**config.mk**
```make
export PLATFORM = sky130hd
export DESIGN_NAME = kmeans_iter_ctrl
export DESIGN_NICKNAME = d
export VERILOG_FILES = /design/src/rtl/kmeans_iter_ctrl_pkg.sv /design/src/rtl/kmeans_iter_ctrl.sv
export SDC_FILE = /design/constraint.sdc
export NUM_CORES = 1
export LEC_CHECK = 0
export ABC_AREA = 1
export CORE_UTILIZATION = 25
export DETAILED_ROUTE_END_ITERATION = 7
export GPL_TIMING_DRIVEN = 0
export PLACE_DENSITY = 0.52
export SLEW_MARGIN = 20
export SYNTH_ARGS = -nofsm -noshare
export SYNTH_HDL_FRONTEND = slang
export SYNTH_SLANG_ARGS = --single-unit
```
**constraint.sdc**
```tcl
create_clock -name clk -period 4.4 [get_ports clk]
set_input_delay 0.66 -clock clk [delete_from_list [all_inputs] [get_ports clk]]
set_output_delay 0.66 -clock clk [all_outputs]
set_load 0.01 [all_outputs]
```
**src/rtl/kmeans_iter_ctrl_pkg.sv**
```systemverilog
// kmeans_iter_ctrl_pkg: shared widths and the FSM state encoding for the k-means iteration sequencer.
// Revision: 1.0
`default_nettype none

package kmeans_iter_ctrl_pkg;

  localparam int NUM_CLUSTER_BITS  = 4;
  localparam int MAX_DEPTH_BITS    = 9;
  localparam int NUM_ITER_BITS     = 16;
  localparam int CL_CNT_BITS       = 32;
  localparam int WORDS_PER_CL_LOG2 = 4;

  typedef enum logic [2:0] {
    ST_IDLE     = 3'd0,
    ST_LATCH    = 3'd1,
    ST_REQ_CENT = 3'd2,
    ST_REQ_TUPLE = 3'd3,
    ST_WAIT_UPD = 3'd4,
    ST_NEXT     = 3'd5,
    ST_FINISH   = 3'd6
  } kmeans_ctrl_state_t;

endpackage

`default_nettype wire

```
**src/rtl/kmeans_iter_ctrl.sv**
```systemverilog
// kmeans_iter_ctrl: issues the centroid read and per-iteration tuple reads, and closes
// each iteration by counting updated-centroid cachelines. Revision: 1.0
`default_nettype none

module kmeans_iter_ctrl
  import kmeans_iter_ctrl_pkg::*;
#(
  parameter int NUM_ITER_BITS = kmeans_iter_ctrl_pkg::NUM_ITER_BITS,
  parameter int CL_CNT_BITS   = kmeans_iter_ctrl_pkg::CL_CNT_BITS
) (
  input  logic                        clk,
  input  logic                        rst_n,
  input  logic                        start,
  input  logic [NUM_ITER_BITS-1:0]    cfg_num_iter,
  input  logic [NUM_CLUSTER_BITS:0]   cfg_num_cluster,
  input  logic [MAX_DEPTH_BITS:0]     cfg_data_dim,
  input  logic [CL_CNT_BITS-1:0]      cfg_tuple_cl,
  output logic                        rd_req_valid,
  input  logic                        rd_req_ready,
  output logic                        rd_req_sel,
  output logic [CL_CNT_BITS-1:0]      rd_req_len,
  output logic                        start_operator,
  output logic                        um_done,
  input  logic                        updated_centroid_valid,
  input  logic                        updated_centroid_last,
  output logic [NUM_ITER_BITS-1:0]    iter_cnt,
  output logic                        busy,
  output logic                        done,
  output logic                        err
);

  // One spare bit above the full product so the round-up addition cannot wrap.
  localparam int PROD_W = NUM_CLUSTER_BITS + MAX_DEPTH_BITS + 3;

  kmeans_ctrl_state_t r_state, w_next;

  logic [NUM_ITER_BITS-1:0]  r_num_iter, r_iter_cnt, w_iter_target;
  logic [NUM_CLUSTER_BITS:0] r_num_cluster;
  logic [MAX_DEPTH_BITS:0]   r_data_dim;
  logic [CL_CNT_BITS-1:0]    r_tuple_cl, r_cent_cl, r_cl_cnt;
  logic                      r_done, r_err;
  logic [PROD_W-1:0]         w_prod, w_prod_rnd;

  assign w_prod        = PROD_W'(r_num_cluster) * PROD_W'(r_data_dim);
  assign w_prod_rnd    = w_prod + PROD_W'((1 << WORDS_PER_CL_LOG2) - 1);
  assign w_iter_target = (r_num_iter == '0) ? NUM_ITER_BITS'(1) : r_num_iter;

  always_ff @(posedge clk or negedge rst_n) begin
    if (!rst_n) begin
      r_state <= ST_IDLE;
    end else begin
      r_state <= w_next;
    end
  end

  always_comb begin
    w_next         = r_state;
    rd_req_valid   = 1'b0;
    rd_req_sel     = 1'b0;
    rd_req_len     = '0;
    start_operator = 1'b0;
    um_done        = 1'b0;
    case (r_state)
      ST_IDLE:      if (start) w_next = ST_LATCH;
      ST_LATCH: begin
        start_operator = 1'b1;
        w_next         = ST_REQ_CENT;
      end
      ST_REQ_CENT: begin
        rd_req_valid = 1'b1;
        rd_req_len   = r_cent_cl;
        if (rd_req_ready) w_next = ST_REQ_TUPLE;
      end
      ST_REQ_TUPLE: begin
        rd_req_valid = 1'b1;
        rd_req_sel   = 1'b1;
        rd_req_len   = r_tuple_cl;
        if (rd_req_ready) w_next = ST_WAIT_UPD;
      end
      ST_WAIT_UPD:  if (updated_centroid_valid && updated_centroid_last) w_next = ST_NEXT;
      // Later iterations reuse centroids from the operator's internal loop, so no centroid re-read.
      ST_NEXT:      w_next = (r_iter_cnt == w_iter_target) ? ST_FINISH : ST_REQ_TUPLE;
      ST_FINISH: begin
        um_done = 1'b1;
        w_next  = ST_IDLE;
      end
      default:      w_next = ST_IDLE;
    endcase
  end

  always_ff @(posedge clk or negedge rst_n) begin
    if (!rst_n) begin
      r_num_iter    <= '0;
      r_num_cluster <= '0;
      r_data_dim    <= '0;
      r_tuple_cl    <= '0;
      r_cent_cl     <= '0;
      r_cl_cnt      <= '0;
      r_iter_cnt    <= '0;
      r_done        <= 1'b0;
      r_err         <= 1'b0;
    end else begin
      if (r_state == ST_IDLE && start) begin
        r_num_iter    <= cfg_num_iter;
        r_num_cluster <= cfg_num_cluster;
        r_data_dim    <= cfg_data_dim;
        r_tuple_cl    <= cfg_tuple_cl;
        r_cl_cnt      <= '0;
        r_iter_cnt    <= '0;
        r_done        <= 1'b0;
        r_err         <= 1'b0;
      end
      if (r_state == ST_LATCH) begin
        r_cent_cl <= CL_CNT_BITS'(w_prod_rnd >> WORDS_PER_CL_LOG2);
      end
      if (r_state == ST_WAIT_UPD && updated_centroid_valid) begin
        if (updated_centroid_last) begin
          if ((r_cl_cnt + CL_CNT_BITS'(1)) != r_cent_cl) r_err <= 1'b1;
          r_cl_cnt   <= '0;
          r_iter_cnt <= r_iter_cnt + NUM_ITER_BITS'(1);
        end else begin
          r_cl_cnt <= r_cl_cnt + CL_CNT_BITS'(1);
        end
      end else if (updated_centroid_valid) begin
        r_err <= 1'b1;
      end
      if (r_state == ST_FINISH) r_done <= 1'b1;
    end
  end

  assign iter_cnt = r_iter_cnt;
  assign busy     = (r_state != ST_IDLE);
  assign done     = r_done;
  assign err      = r_err;

endmodule

`default_nettype wire

```
==> impl_metrics.env <==
export IMPL_synth_distinct_cells=44
export IMPL_tritoncts="yes"
export IMPL_path_buf_inv=3
export IMPL_netlist_area_leader_share=0.3699
export IMPL_grtUsageMet1=0.1983
export IMPL_clock_root_buffer="clkbuf_16"
export IMPL_placed_cells=1793
export IMPL_timing_setup_tns_ns=0
export IMPL_globalRouteMet3Util=0.03537
export IMPL_skew_ns=0.01727
export IMPL_p_leak_nw=5.412
export IMPL_final_common_cell="nand2_1"
export IMPL_drive_above_1_share=0.05386
export IMPL_max_stage_delay_ns=0.56
export IMPL_syn_to_final_growth_pct=27.54
export IMPL_seq_area_frac_synth=0.3699
export IMPL_grt_pass1_vias=7856
export IMPL_drt_total_wl_um=25220
export IMPL_critPathMaxFanout=11
export IMPL_async_flop_share=1.000
export IMPL_end_kind="flop"
export IMPL_gp_congestion=0.8712
export IMPL_ant_nets=0
export IMPL_powerDensity_nw_per_um2=593.6
export IMPL_yosys_warnings=0
export IMPL_synth_top_area_cell="dfrtp_1"
export IMPL_hpwl_um=19460
export IMPL_grt_pass1_wl_um=41410
export IMPL_status="completed"
export IMPL_die_h_um=188.1
export IMPL_synth_fp_nets=1346
export IMPL_cap_viol_max_count=0
export IMPL_track_usage=0.1488
export IMPL_cts_buffers=17
export IMPL_crit_chain="nand2_1 > inv_1 > fa_1 > fa_1 > inv_1 > fa_1 > inv_1 > ha_1 > a21oi_1 > o21ai_0 > a21oi_1 > o21ai_0 > or2_2 > nand3_1 > o21ai_0"
export IMPL_synth_area_top_cells="dfrtp_1 37%, nand2_1 18%, inv_1 8.9%, fa_1 6.2%, o21ai_0 4.3%"
export IMPL_postCtsHoldBufs=0
export IMPL_crit_family="adder cells"
export IMPL_setup_violations=0
export IMPL_post_drt_wl_per_cell_um=13.84
export IMPL_synth_area_per_cell_sq_um=7.091
export IMPL_cp_required_ns=4.69
export IMPL_hold_ws_ns=0.1674
export IMPL_period_needed_ns=4.029
export IMPL_p_total_mw=6.555
export IMPL_num_antenna_cells=0
export IMPL_worst_path_max_delay_cell="fa_1"
export IMPL_setup_ws_ns=0.3712
export IMPL_crit_path_start_kind="flop"
export IMPL_num_vias=7941
export IMPL_met2_usage=0.2400
export IMPL_final_cell_mix="418 x nand2_1, 206 x inv_1, 125 x dfrtp_1"
export IMPL_first_iter_violations=562
export IMPL_ir_drop_v=0.0003385
export IMPL_synth_seq_cells=128
export IMPL_slew_violations=0
export IMPL_port_buffers=123
export IMPL_antenna_found_initial=0
export IMPL_synth_area_sq_um=8658
export IMPL_h_tree_depth=4
export IMPL_slew_headroom=0.5128
export IMPL_synthFlopType="dfrtp_1"
export IMPL_dieArea_sq_um=35380
export IMPL_synth_edff_count=0
export IMPL_pin_count=124
export IMPL_cts_sinks=128
export IMPL_initial_utilization=0.2563
export IMPL_final_core_util=0.3269
export IMPL_path_clk_slew_ns=0.06
export IMPL_fin_area_sq_um=11040
export IMPL_finalHoldViolations=0
export IMPL_clk_latency_ns=0.44
export IMPL_drc=0
export IMPL_dpl_cell_area_sq_um=10480
export IMPL_grt_max_degree=68
export IMPL_finalCritPeriodShare=0.9156
export IMPL_grt_remaining_overflow=0
export IMPL_syn_instance_count=1221
export IMPL_final_cells=1822
export IMPL_die_w_um=188.1
export IMPL_rsz0062_at_grt="no"
export IMPL_routed_via_density=4.358
export IMPL_tightest_slew_ns=0.7307
export IMPL_hold_class="input port to asynchronous set/reset pin"
export IMPL_crit_type="flop to flop"
export IMPL_place_ws_ns=0.1714
export IMPL_clock_path_buffers=2
export IMPL_dr_pass1_iters=5
export IMPL_coreArea_sq_um=33780
export IMPL_cp_data_arrival_time_ns=4.32
export IMPL_num_rows=67
export IMPL_layout_nets=1486
export IMPL_grt_busiest_layer="met2"
export IMPL_fmax_ghz=0.2482
-- layout make-up --
| cell class | instances | area [sq um] |
|---|---|---|
| Clock inverter | 10 | 103.9 |
| Inverter | 209 | 784.5 |
| Fill cell | 3649 | 22740 |
| Multi-Input combinational cell | 851 | 4527 |
| Clock buffer | 22 | 464.2 |
| Sequential cell | 128 | 3207 |
| Timing Repair Buffer | 124 | 1264 |
| Tap cell | 448 | 560.5 |
| Buffer | 30 | 132.6 |
-- kinds of logic after synthesis --
| logic type | after synthesis | synth area share |
|---|---|---|
| and+or+nand+nor | 645 | 0.3134 |
| buffers and inverters | 242 | 0.1072 |
| AOI/OAI and AO/OA | 131 | 0.08425 |
| DFF | 128 | 0.3699 |
| adders and majority gates | 56 | 0.1043 |
| xor gates and xnor gates | 19 | 0.02081 |
-- state kept, by name, summed over array words and instances, names as in the netlist --
signal         count
r_cent_cl         12
r_num_cluster      5
r_state            3
err                1
r_data_dim        10
iter_cnt          16
r_tuple_cl        32
r_num_iter        16
done               1
r_cl_cnt          32
-- what timing repair did --
action	CTS	global route
buffers inserted	0	0
setup endpoints to repair	0	2
gates resized for setup	0	3
-- Yosys cell counts (5+ instances only) --
cell / number
inv_1: 206
dfrtp_1: 128
o22ai_1: 17
nand3_1: 72
a31oi_1: 5
xnor2_1: 5
nand2_1: 418
fa_1: 27
o21ai_0: 75
ha_1: 29
nor3_1: 17
a21oi_1: 17
nor2_1: 95
buf_2: 10
nand4_1: 13
nor2_4: 5
xor2_1: 13
clkbuf_1: 22
nor2_2: 8
-- power breakdown --
group	leakage [nW]	internal, mW	total (mW)	switching, mW
clock network	0.264	0.813	1.39	0.580
logic	3.49	1.29	3.34	2.04
registers	1.66	1.54	1.83	0.290
-- worst paths after layout --
check,startpoint,to,slack [ns],depth (start not counted)
hold / removal,rst_n,done,0.17,1
setup / recovery,r_num_cluster[4],r_cent_cl[8],0.37,15
setup reg to reg,r_num_cluster[4],r_cent_cl[8],0.37,15
min in group clk,r_tuple_cl[11],r_tuple_cl[11],0.47,2
hold reg to reg,r_tuple_cl[11],r_tuple_cl[11],0.47,2
max in group asynchronous,rst_n,r_num_cluster[3],3.51,2
-- metal layers --
| layer | vias up | wire length [um] |
|---|---|---|
| met4 | 0 | 302 |
| met3 | 19 | 1189 |
| met2 | 160 | 11540 |
| met1 | 3677 | 12180 |
| met5 | - | 0 |
| li1 | 4085 | - |
No activity file was read; power rests on OpenSTA's default activity.
